--- src/rtl/switch_throw_sequencer.sv ---
// switch_throw_sequencer: serialises point-motor throws, one coil pulse plus settle gap per switch
module switch_throw_sequencer #(
  parameter int NUM_SWITCHES = 12,
  parameter int PULSE_CYCLES = 5000000,
  parameter int GAP_CYCLES   = 2500000
) (
  input  logic                    CLOCK_50,
  input  logic                    reset,
  input  logic [NUM_SWITCHES-1:0] target,
  input  logic [NUM_SWITCHES-1:0] polarity,
  input  logic [NUM_SWITCHES-1:0] enable,
  output logic [NUM_SWITCHES-1:0] coil_a,
  output logic [NUM_SWITCHES-1:0] coil_b,
  output logic [NUM_SWITCHES-1:0] position,
  output logic                    busy,
  output logic                    aligned
);
  localparam int MX = (PULSE_CYCLES > GAP_CYCLES) ? PULSE_CYCLES : GAP_CYCLES;
  localparam int CW = (MX > 1) ? $clog2(MX) : 1;
  localparam int SW = (NUM_SWITCHES > 1) ? $clog2(NUM_SWITCHES) : 1;
  typedef enum logic [1:0] {IDLE, PULSE, GAP} state_t;
  state_t                  state_q, state_d;
  logic [CW-1:0]           cnt_q, cnt_d;
  logic [SW-1:0]           sel_q, sel_d, ptr_q, ptr_d, pick, idx;
  logic                    dir_q, dir_d, pol_q, pol_d, aligned_q, aligned_d, hit;
  logic [NUM_SWITCHES-1:0] known_q, known_d, pos_q, pos_d, pending, sel_oh;
  assign pending  = enable & (~known_q | (target ^ pos_q));
  assign sel_oh   = NUM_SWITCHES'(1) << sel_q;
  assign coil_a   = (state_q == PULSE && !(dir_q ^ pol_q)) ? sel_oh : '0;
  assign coil_b   = (state_q == PULSE && (dir_q ^ pol_q)) ? sel_oh : '0;
  assign position = pos_q;
  assign busy     = state_q != IDLE;
  assign aligned  = aligned_q;
  // first pending switch strictly after the pointer, wrapping; lower loop offsets win
  always_comb begin
    pick = '0;
    idx  = '0;
    hit  = |pending;
    for (int i = NUM_SWITCHES; i >= 1; i--) begin
      idx = SW'((int'(ptr_q) + i) % NUM_SWITCHES);
      pick = pending[idx] ? idx : pick;
    end
  end
  // throw sequencing: latch the choice in IDLE, count the pulse, then the settle gap
  always_comb begin
    state_d   = state_q;
    cnt_d     = cnt_q;
    sel_d     = sel_q;
    dir_d     = dir_q;
    pol_d     = pol_q;
    ptr_d     = ptr_q;
    known_d   = known_q;
    pos_d     = pos_q;
    aligned_d = (state_q == IDLE) && (pending == '0);
    case (state_q)
      IDLE: if (hit) begin
        sel_d   = pick;
        dir_d   = target[pick];
        pol_d   = polarity[pick];
        ptr_d   = pick;
        cnt_d   = CW'(PULSE_CYCLES - 1);
        state_d = PULSE;
      end
      PULSE: if (cnt_q == '0) begin
        pos_d[sel_q]   = dir_q;
        known_d[sel_q] = 1'b1;
        cnt_d          = CW'(GAP_CYCLES - 1);
        state_d        = GAP;
      end else cnt_d = cnt_q - 1'b1;
      GAP: if (cnt_q == '0) state_d = IDLE;
      else cnt_d = cnt_q - 1'b1;
      default: state_d = IDLE;
    endcase
  end
  // state register; reset drops the coils immediately via the state decode
  always_ff @(posedge CLOCK_50 or posedge reset) begin
    if (reset) begin
      state_q   <= IDLE;
      cnt_q     <= '0;
      sel_q     <= '0;
      dir_q     <= 1'b0;
      pol_q     <= 1'b0;
      ptr_q     <= SW'(NUM_SWITCHES - 1);
      known_q   <= '0;
      pos_q     <= '0;
      aligned_q <= 1'b0;
    end else begin
      state_q   <= state_d;
      cnt_q     <= cnt_d;
      sel_q     <= sel_d;
      dir_q     <= dir_d;
      pol_q     <= pol_d;
      ptr_q     <= ptr_d;
      known_q   <= known_d;
      pos_q     <= pos_d;
      aligned_q <= aligned_d;
    end
  end
endmodule

--- config.mk ---
export PLATFORM = sky130hd
export DESIGN_NAME = switch_throw_sequencer
export DESIGN_NICKNAME = d
export VERILOG_FILES = /design/src/rtl/switch_throw_sequencer.sv
export SDC_FILE = /design/constraint.sdc
export NUM_CORES = 1
export LEC_CHECK = 0
export CELL_PAD_IN_SITES_DETAIL_PLACEMENT = 1
export CELL_PAD_IN_SITES_GLOBAL_PLACEMENT = 2
export CORE_AREA = 2 2 131 133
export DETAILED_ROUTE_END_ITERATION = 12
export DIE_AREA = 0 0 133 135
export PLACE_DENSITY = 0.92
export SYNTH_ARGS = -nofsm -noshare
export SYNTH_HDL_FRONTEND = slang
export SYNTH_SLANG_ARGS = --single-unit
--- constraint.sdc ---
create_clock -name CLOCK_50 -period 11.28 [get_ports CLOCK_50]
set_input_delay 2.256 -clock CLOCK_50 [delete_from_list [all_inputs] [get_ports CLOCK_50]]
set_output_delay 2.256 -clock CLOCK_50 [all_outputs]
set_load 0.03 [all_outputs]
Word-level counts from Yosys, hierarchy flattened
Cells that the tools add are included.
{"block": "totals", "latchBits": 0, "ff_bits": 60, "input_bits": 38, "rom_bits": 0, "ram_bits": 0, "elab_cells": 130, "output_inout_bits": 38, "memories": 0}
{"block": "op_classes", "n_div": 12, "muxes": 53, "n_addsub": 13, "mul": 0, "eq_ne": 6, "shift": 1, "bitwise": 6, "reduce_logical": 15, "order_cmp": 15}
{"op": "$mod 32x5->32 const B", "count": 12}
{"op": "$lt 4x5->1 const B", "count": 14}
{"op": "$mux 23", "count": 3}
{"op": "$pmux 23 s3", "count": 1}
{"op": "$bmux 1 s4", "count": 14}
{"op": "$mux 4", "count": 12}
{"op": "$add 4x4->5 const B", "count": 5}
{"op": "$mux 12", "count": 2}
{"op": "$or 12x12->12", "count": 2}
{"op": "$logic_not 23->1", "count": 1}
{"op": "$sub 23x1->23 const B", "count": 1}
{"op": "$add 4x3->5 const B", "count": 4}
{"op": "$mux 1", "count": 15}
{"op": "$and 12x12->12", "count": 1}
{"op": "$bwmux 12", "count": 1}
{"op": "$logic_not 12->1", "count": 1}
{"op": "$not 12->12", "count": 1}
{"op": "$reduce_or 12->1", "count": 1}
{"op": "$shl 1x4->12 const A", "count": 1}
{"op": "$xor 12x12->12", "count": 1}
{"op": "$add 4x2->5 const B", "count": 2}
{"op": "$mux 2", "count": 3}
{"op": "$ne 2x2->1 const B", "count": 3}
{"op": "$pmux 2 s3", "count": 1}
{"op": "14 further kinds", "count": 19}

Longest topological paths before layout
Gate-level depths: netlist of the first run.
{"block": "logic_depth", "word_depth": 19, "ltp_mapped": 22, "depth_no_buf": 20}

Least setup slack after synthesis of the first run
Ideal clock, no wire load.
{"block": "synth_path", "path_kind": "input -> register", "from": "input port target[7]", "to": "register dir_q", "n_path_buf": 0, "required_ns": 11.159, "setup_time_ns": 0.121, "path_stages": 13, "path_slack_ns": 5.940, "arrival_time_ns": 5.219, "path_cell_list": "xnor2_1 -> a21bo_1 -> mux4_2 -> and4_4 -> or4_4 -> a21boi_1 -> nor4_2 -> o311ai_1 -> and2_4 -> or4_4 -> a211o_1 -> nand4_1 -> nand2_1"}
{"block": "synth_between", "elab_chain_cells": 19}
{"item": "start, declared", "line_no": "9", "rtl": "input logic [NUM_SWITCHES-1:0] target,"}
{"item": "$xor 12x12->12", "line_no": "27", "rtl": "assign pending = enable & (~known_q | (target ^ pos_q));"}
{"item": "$or 12x12->12", "line_no": "27"}
{"item": "$and 12x12->12", "line_no": "27"}
{"item": "$bmux 1 s4", "line_no": "41", "rtl": "pick = pending[idx] ? idx : pick;"}
{"item": "$mux 1 (not written as such)", "line_no": "41"}
{"item": "$mux 4 (12 in a row)", "line_no": "41"}
{"item": "$bmux 1 s4", "line_no": "58", "rtl": "dir_d = target[pick];"}
{"item": "$mux 1 (not written as such)", "line_no": "58"}
{"item": "end signal, assigned", "line_no": "91", "rtl": "dir_q <= dir_d;"}
{"item": "end, declared", "line_no": "25", "rtl": "logic dir_q, dir_d, pol_q, pol_d, aligned_q, aligned_d, hit;"}
Parallel ways exist; a longest one is shown, timed or not. The select of a mux whose other input is x is not followed.
A chain may end at the register's enable or synchronous reset.

Worst setup path in the final report of the first run
{"block": "layout_path", "from": "input port target[4]", "to": "register pol_q"}
{"block": "layout_between", "elab_chain_cells": 19}
{"item": "$xor 12x12->12 (*)", "line_no": "27"}
{"item": "$or 12x12->12 (*)", "line_no": "27"}
{"item": "$and 12x12->12 (*)", "line_no": "27"}
{"item": "$bmux 1 s4", "line_no": "41"}
{"item": "$mux 1 (not written as such)", "line_no": "41"}
{"item": "$mux 4 (12 in a row)", "line_no": "41"}
{"item": "$bmux 1 s4", "line_no": "59", "rtl": "pol_d = polarity[pick];"}
{"item": "$mux 1 (not written as such)", "line_no": "59"}
{"item": "end signal, assigned", "line_no": "92", "rtl": "pol_q <= pol_d;"}
{"item": "end, declared", "line_no": "25"}
Every way passes the cells marked *; elsewhere a longest branch is shown, timed or not. The select of a mux whose other input is x is not followed.

==> impl_metrics.json, run 1 <==
{
  "outcome": "completed",
  "cts_root_buffer": "clkbuf_16",
  "ys_ff_latch": 59,
  "htreeDepth": 3,
  "syn-cell-area_sq_um": 6040,
  "io_pins": 76,
  "first_iter_violations": 316,
  "crit_arrival_ns": 6.70,
  "clk_latency_ns": 0.33,
  "clk_pin_slew_ns": 0.05,
  "cts_buffer_depth": 2,
  "cts_made_buffers": 9,
  "wirelength_mm": 21.1,
  "n_fill_cell": 1942,
  "drt-wirelength-per-cell_um": 20.4,
  "synth_edf_count": 0,
  "nets": 877,
  "vias_per_cell": 5.94,
  "post-dp-hpwl_mm": 16.2,
  "cpMaxStageDelayCell": "mux4_2",
  "clock-sinks": 59,
  "place_ws_ns": 4.50,
  "endpoint": "pol_q",
  "crit_required_ns": 11.50,
  "r2r-start": "ptr_q[1]",
  "post_cts_resized": 0,
  "core-area_sq_um": 16400,
  "slew_headroom_pct": 36.0,
  "r2r_cells": 17,
  "synth_fp_nets": 817,
  "yosys_warnings": 0,
  "fp.dieArea_sq_um": 18000,
  "cp-startpoint": "target[4]",
  "worstSetupPathType": "in2reg",
  "ys_seq_area_share_pct": 24.5,
  "die_y_um": 135,
  "area_growth_pct": 20.9,
  "antenna_left": 0,
  "routabilityCongestion": 0.933,
  "drc": 0,
  "layout_min_cycle_time_ns": 6.48,
  "grt_use_met1_pct": 31.6,
  "async_flop_share_pct": 100,
  "track_usage_pct": 24.3,
  "diodes": 0,
  "rrSetupSlack_ns": 4.88,
  "setup_viol": 0,
  "cp_common_cell": "mux4_2",
  "endpoint_kind": "flop",
  "r2r_end": "pol_q",
  "overflow": 0,
  "grt_setup_unrepaired": "no",
  "worst_slack_ns": 4.80,
  "grt_pass1_wl_mm": 34.7,
  "dr.pass1.iters": 4,
  "grt_max_degree": 60,
  "cp.depth": 13,
  "finClkSkew_ns": 0.00943,
  "synthCells": 749,
  "syn_avg_cell_area_sq_um": 8.06,
  "use_met2_pct": 41.4,
  "fin_tns_setup_ns": 0,
  "postCtsSetupBuffers": 0,
  "tightestPinTransition_ns": 0.960,
  "die_w_um": 133,
  "grt_pass1_vias": 6578,
  "cts_hold_buf": 0,
  "antenna_found_initial": 0,
  "period_share_pct": 57.5,
  "cap_viol_max_count": 0,
  "via_count": 6140,
  "rows": 47,
  "io_buffers": 75,
  "cp_max_fo": 12,
  "startpoint_type": "primary input",
  "drive_above_1_share_pct": 10.1,
  "cp_cell_sequence": "clkdlybuf4s50_1 > xor2_1 > o21ai_0 > mux4_2 > and4_4 > or4_4 > a21boi_0 > o21bai_1 > a221o_1 > nand4_1 > mux4_2 > a22oi_1 > nand2_1",
  "grt_util_met3_pct": 3.34,
  "slowest_delay_ns": 0.79,
  "max_freq_mhz": 154,
  "cts_tree": "built",
  "hold_slack_ns": 0.462,
  "busiest_layer": "met2",
  "yosysUniqueCellTypes": 83,
  "initial_core_util_pct": 36.8,
  "crit_family": "simple AND/OR/NAND/NOR gates",
  "cp_num_buf_inv": 1,
  "min_path_type": "reg2reg",
  "hold_viol_final": 0,
  "slew_viol_final": 0,
  "synth_flop_cell": "dfrtp_1"
}
routing by layer:
layer	up-vias	share of wire, %	wire [um]
met4	0	2.6	558
met5	-	0	0
met2	155	48	10100
li1	2883	-	-
met1	3058	46	9630
met3	44	3.9	812
Yosys cell counts, drive strengths merged, types with 5 or more instances:
| cell | number | share of area (%) |
|---|---|---|
| a21boi | 9 | 1.1 |
| nor2 | 82 | 5.1 |
| mux2 | 18 | 3.4 |
| or3 | 7 | 0.73 |
| a22o | 6 | 0.87 |
| o211a | 5 | 0.83 |
| ha | 30 | 6.2 |
| a31oi | 5 | 0.52 |
| a211oi | 11 | 1.6 |
| dfrtp | 56 | 23 |
| and2 | 9 | 0.97 |
| a22oi | 7 | 0.87 |
| o22ai | 8 | 0.83 |
| nor3b | 5 | 0.62 |
| o21ai | 52 | 4.3 |
| buf | 11 | 1.1 |
| nand4 | 9 | 0.93 |
| nand3 | 25 | 2.1 |
| a21oi | 43 | 3.6 |
| nand2 | 77 | 4.8 |
| inv | 44 | 2.7 |
| o22a | 5 | 0.73 |
| mux2i | 12 | 2.0 |
| o31ai | 8 | 1.0 |
| nand3b | 5 | 0.62 |
| a21o | 17 | 2.1 |
| nand2b | 10 | 1.0 |
| clkbuf | 18 | 1.1 |
| nor4 | 13 | 1.5 |
| or2 | 10 | 1.0 |
| nor3 | 14 | 1.2 |
| mux4 | 15 | 5.7 |
| xor2 | 15 | 2.3 |
| o21a | 14 | 1.7 |
| nor2b | 7 | 0.73 |
| o211ai | 7 | 0.87 |
| xnor2 | 9 | 1.3 |
cell type report:
cell class	count	area (sq um)	share of cell area (%)
multi-input combinational	616	4260	58.4
sequential	59	1480	20.3
timing repair buffer	78	773	10.6
tap	220	275	3.77
clock buffer	13	270	3.70
inverter	45	169	2.31
clock inverter	3	68.8	0.943
how the worst min path moves through the flow:
| stage | start | to | slack [ns] | cells after the start |
|---|---|---|---|---|
| floorplan | known_q[0] | known_q[0] | 0.42 | 2 |
| global placement | known_q[4] | known_q[4] | 0.44 | 2 |
| detailed placement | known_q[4] | known_q[4] | 0.45 | 2 |
| CTS | known_q[10] | known_q[10] | 0.46 | 2 |
| global route | known_q[10] | known_q[10] | 0.47 | 2 |
| finish | known_q[5] | known_q[5] | 0.46 | 2 |
stage by stage:
step	cells	area, sq um	util, %
floorplan	749	6040	-
global placement	1018	6960	42.4
detailed placement	1018	6960	42.4
CTS	1034	7300	44.5
global route	1034	7300	44.5
finish	1034	7300	44.5
worst reg2reg max path: stages, from the launching register on:
cell and delay [ns]:
dfstp_2 0.88, inv_1 0.39, ha_1 0.35, a21oi_2 0.22, xnor2_1 0.27, ha_1 0.32, nor3b_1 0.50, a21boi_0 0.22
o22ai_1 0.45, nor4_1 0.13, nor3_2 0.32, a21boi_0 0.18, o21bai_1 0.16, a221o_1 0.16, nand4_1 0.71, mux4_2 0.80
a22oi_1 0.16, nand2_1 0.07
kinds of logic after synthesis:
group                      synth area share, %
DFF                                       24.5
adders and majority gates                 6.22
muxes                                     11.1
and+or+nand+nor                           23.9
buffers and inverters                     4.97
xor gates and xnor gates                  3.61
AOI/OAI and AO/OA                         25.7
sequential cells by signal (all words and copies together), names as in the netlist:
register,cells
position,12
known_q,12
dir_q,1
ptr_q,3
aligned,1
sel_q,4
pol_q,1
cnt_q,23
state_q,2
cells in the final DEF (no fill, tap or decap), types with 17 or more instances in the layout:
master           Yosys  final
ha_1                30     30
mux2_2              17     17
inv_1               40     39
dfrtp_1             56     56
nor2_1              82     82
nand3_1             25     25
o21ai_0             48     48
nand2_1             77     77
a21o_1              17     17
clkdlybuf4s50_1      0     75
a21oi_1             42     42
Power of run 1 is not shown: default switching activity piles up to over one toggle a cycle in this logic, so the estimate is an artifact.
==> inputs of run 2 (changes only) <==
--- a/config.mk
+++ b/config.mk
@@ -7,10 +7,10 @@
 export LEC_CHECK = 0
 export CELL_PAD_IN_SITES_DETAIL_PLACEMENT = 1
 export CELL_PAD_IN_SITES_GLOBAL_PLACEMENT = 2
-export CORE_AREA = 2 2 131 133
+export CORE_AREA = 2 2 137 139
 export DETAILED_ROUTE_END_ITERATION = 12
-export DIE_AREA = 0 0 133 135
-export PLACE_DENSITY = 0.92
+export DIE_AREA = 0 0 139 141
+export PLACE_DENSITY = 0.86
 export SYNTH_ARGS = -nofsm -noshare
 export SYNTH_HDL_FRONTEND = slang
 export SYNTH_SLANG_ARGS = --single-unit
==> constraint.sdc (replaced) <==
create_clock -name CLOCK_50 -period 6.2 [get_ports CLOCK_50]
set_input_delay 1.24 -clock CLOCK_50 [delete_from_list [all_inputs] [get_ports CLOCK_50]]
set_output_delay 1.24 -clock CLOCK_50 [all_outputs]
set_load 0.03 [all_outputs]
==> run 2 against run 1 <==
Net effect:
- routed wire length fell by 3.1%
- count of clock-buffer cells in the layout is 2 lower
- via count shrank 2.5%
- critical path depth grew 5
- critical path type is now reg2reg
- critical endpoint unchanged
==> impl_metrics.json, run 2 (synthesis results as in run 1) <==
{
  "outcome": "completed",
  "worst_slack_ns": 0.610,
  "cts_tree": "built",
  "r2r_end": "pol_q",
  "regMostFlops": "cnt_q",
  "post_cts_resized": 0,
  "worstSetupPathType": "reg2reg",
  "setup_viol": 0,
  "first_iter_violations": 248,
  "crit_arrival_ns": 5.80,
  "hold_slack_ns": 0.467,
  "use_met2_pct": 34.5,
  "antenna_found_initial": 0,
  "grt_pass1_vias": 6158,
  "max_freq_mhz": 179,
  "overflow": 0,
  "clk_latency_ns": 0.33,
  "rrSetupSlack_ns": 0.61,
  "min_path_type": "reg2reg",
  "slew_headroom_pct": 42.3,
  "period_share_pct": 90.2,
  "area_growth_pct": 21.7,
  "io_pins": 76,
  "vias_per_cell": 5.66,
  "finClkSkew_ns": 0.00979,
  "postCtsSetupBuffers": 0,
  "cap_viol_max_count": 0,
  "holdCritStartpoint": "known_q[9]",
  "diodes": 0,
  "cts_hold_buf": 0,
  "clock-sinks": 59,
  "fin_tns_setup_ns": 0,
  "grt_setup_unrepaired": "no",
  "largest_reg_flops": 23,
  "drt-wirelength-per-cell_um": 19.3,
  "r2r-start": "ptr_q[1]",
  "cts_buffer_depth": 2,
  "io_buffers": 75,
  "track_usage_pct": 21.1,
  "crit_required_ns": 6.41,
  "antenna_left": 0,
  "core-area_sq_um": 18300,
  "grt_use_met1_pct": 29.3,
  "dr.pass1.iters": 4,
  "routabilityCongestion": 0.914,
  "r2r_cells": 18,
  "nets": 887,
  "die_y_um": 141,
  "min_path_cells": 2,
  "cts_root_buffer": "clkbuf_16",
  "grt_pass1_wl_mm": 33.3,
  "grt_util_met3_pct": 3.16,
  "drc": 0,
  "startpoint_type": "flop",
  "tightestPinTransition_ns": 0.866,
  "mostFrequentLayoutCells": "nor2_1, nand2_1, clkdlybuf4s50_1, dfrtp_1, o21ai_0",
  "hold_viol_final": 0,
  "post-dp-hpwl_mm": 15.9,
  "slew_viol_final": 0,
  "fp.dieArea_sq_um": 19600,
  "drive_above_1_share_pct": 11.2,
  "endpoint_kind": "flop",
  "min_to": "known_q[9]",
  "cp_max_fo": 12,
  "cts_made_buffers": 9,
  "die_w_um": 139,
  "wirelength_mm": 20.4,
  "htreeDepth": 3,
  "busiest_layer": "met2",
  "final_common_cell": "nor2_1",
  "final_cells": 1058,
  "via_count": 5987,
  "placed_cells": 1042,
  "clk_pin_slew_ns": 0.05,
  "cp-startpoint": "ptr_q[1]",
  "grt_max_degree": 60,
  "place_ws_ns": 0.661,
  "initial_core_util_pct": 33.0,
  "layout_min_cycle_time_ns": 5.59,
  "rows": 50
}
-- run 2: changes by cell type in the layout (fill, tap and decap cells not counted) --
cell | before | now
clkinvlp_4 | 0 | 1
bufinv_16 | 2 | 1
clkinv_4 | 1 | 0
buf_4 | 3 | 13
clkinv_2 | 0 | 3
clkbuf_8 | 3 | 1
-- run 2: final cells by class --
type                            count  area (sq um)
Timing Repair Buffer               88           848
Inverter                           45           169
Multi-Input combinational cell    616          4260
Tap cell                          234           293
Clock buffer                       11           243
Sequential cell                    59          1480
Fill cell                        2225         10900
Clock inverter                      5          52.6
-- run 2: how the worst max path moves through the flow --
| stage | end | cells after the start |
|---|---|---|
| 3_5_place_dp | dir_q | 18 |
| 2_1_floorplan | dir_q | 19 |
| 3_3_place_gp | dir_q | 18 |
| 5_1_grt | pol_q | 18 |
| 4_1_cts | dir_q | 18 |
| 6_report | pol_q | 18 |
-- run 2: per-layer routing --
metal | up-vias | share of wire, %
met4 | 0 | 1.8
met3 | 22 | 3.8
li1 | 2909 | -
met1 | 2938 | 48
met5 | - | 0
met2 | 118 | 47
-- run 2: metrics by stage --
step | utilization (%) | area, sq um
after floorplan | - | 6040
after global placement | 38.6 | 7050
after detailed placement | 38.6 | 7050
after CTS | 40.2 | 7350
after global routing | 40.2 | 7350
final | 40.2 | 7350
-- run 2: critical path, stage by stage, from the launching register on --
cell	delay (ns)
dfstp_2	0.63
ha_1	0.46
a21boi_0	0.25
nor2_1	0.27
ha_1	0.29
or3b_1	0.37
o22ai_1	0.27
a2bb2oi_1	0.37
nor4b_1	0.63
a311oi_2	0.16
inv_1	0.15
o21bai_1	0.09
a221o_1	0.35
nand4_1	0.27
buf_4	0.28
mux2i_1	0.32
a211oi_1	0.13
o211ai_1	0.10
nand2_1	0.07
Power of run 2 is left out for the same reason.
==> inputs of run 3 (changes only) <==
--- a/config.mk
+++ b/config.mk
@@ -5,6 +5,7 @@
 export SDC_FILE = /design/constraint.sdc
 export NUM_CORES = 1
 export LEC_CHECK = 0
+export CAP_MARGIN = 0
 export CELL_PAD_IN_SITES_DETAIL_PLACEMENT = 1
 export CELL_PAD_IN_SITES_GLOBAL_PLACEMENT = 2
 export CORE_AREA = 2 2 137 139
@@ -14,3 +15,4 @@
 export SYNTH_ARGS = -nofsm -noshare
 export SYNTH_HDL_FRONTEND = slang
 export SYNTH_SLANG_ARGS = --single-unit
+export TNS_END_PERCENT = 100
==> results of run 3 <==
No change in the layout: final DEF, timing and power equal those of run 2.
Power of run 3 is left out for the same reason.
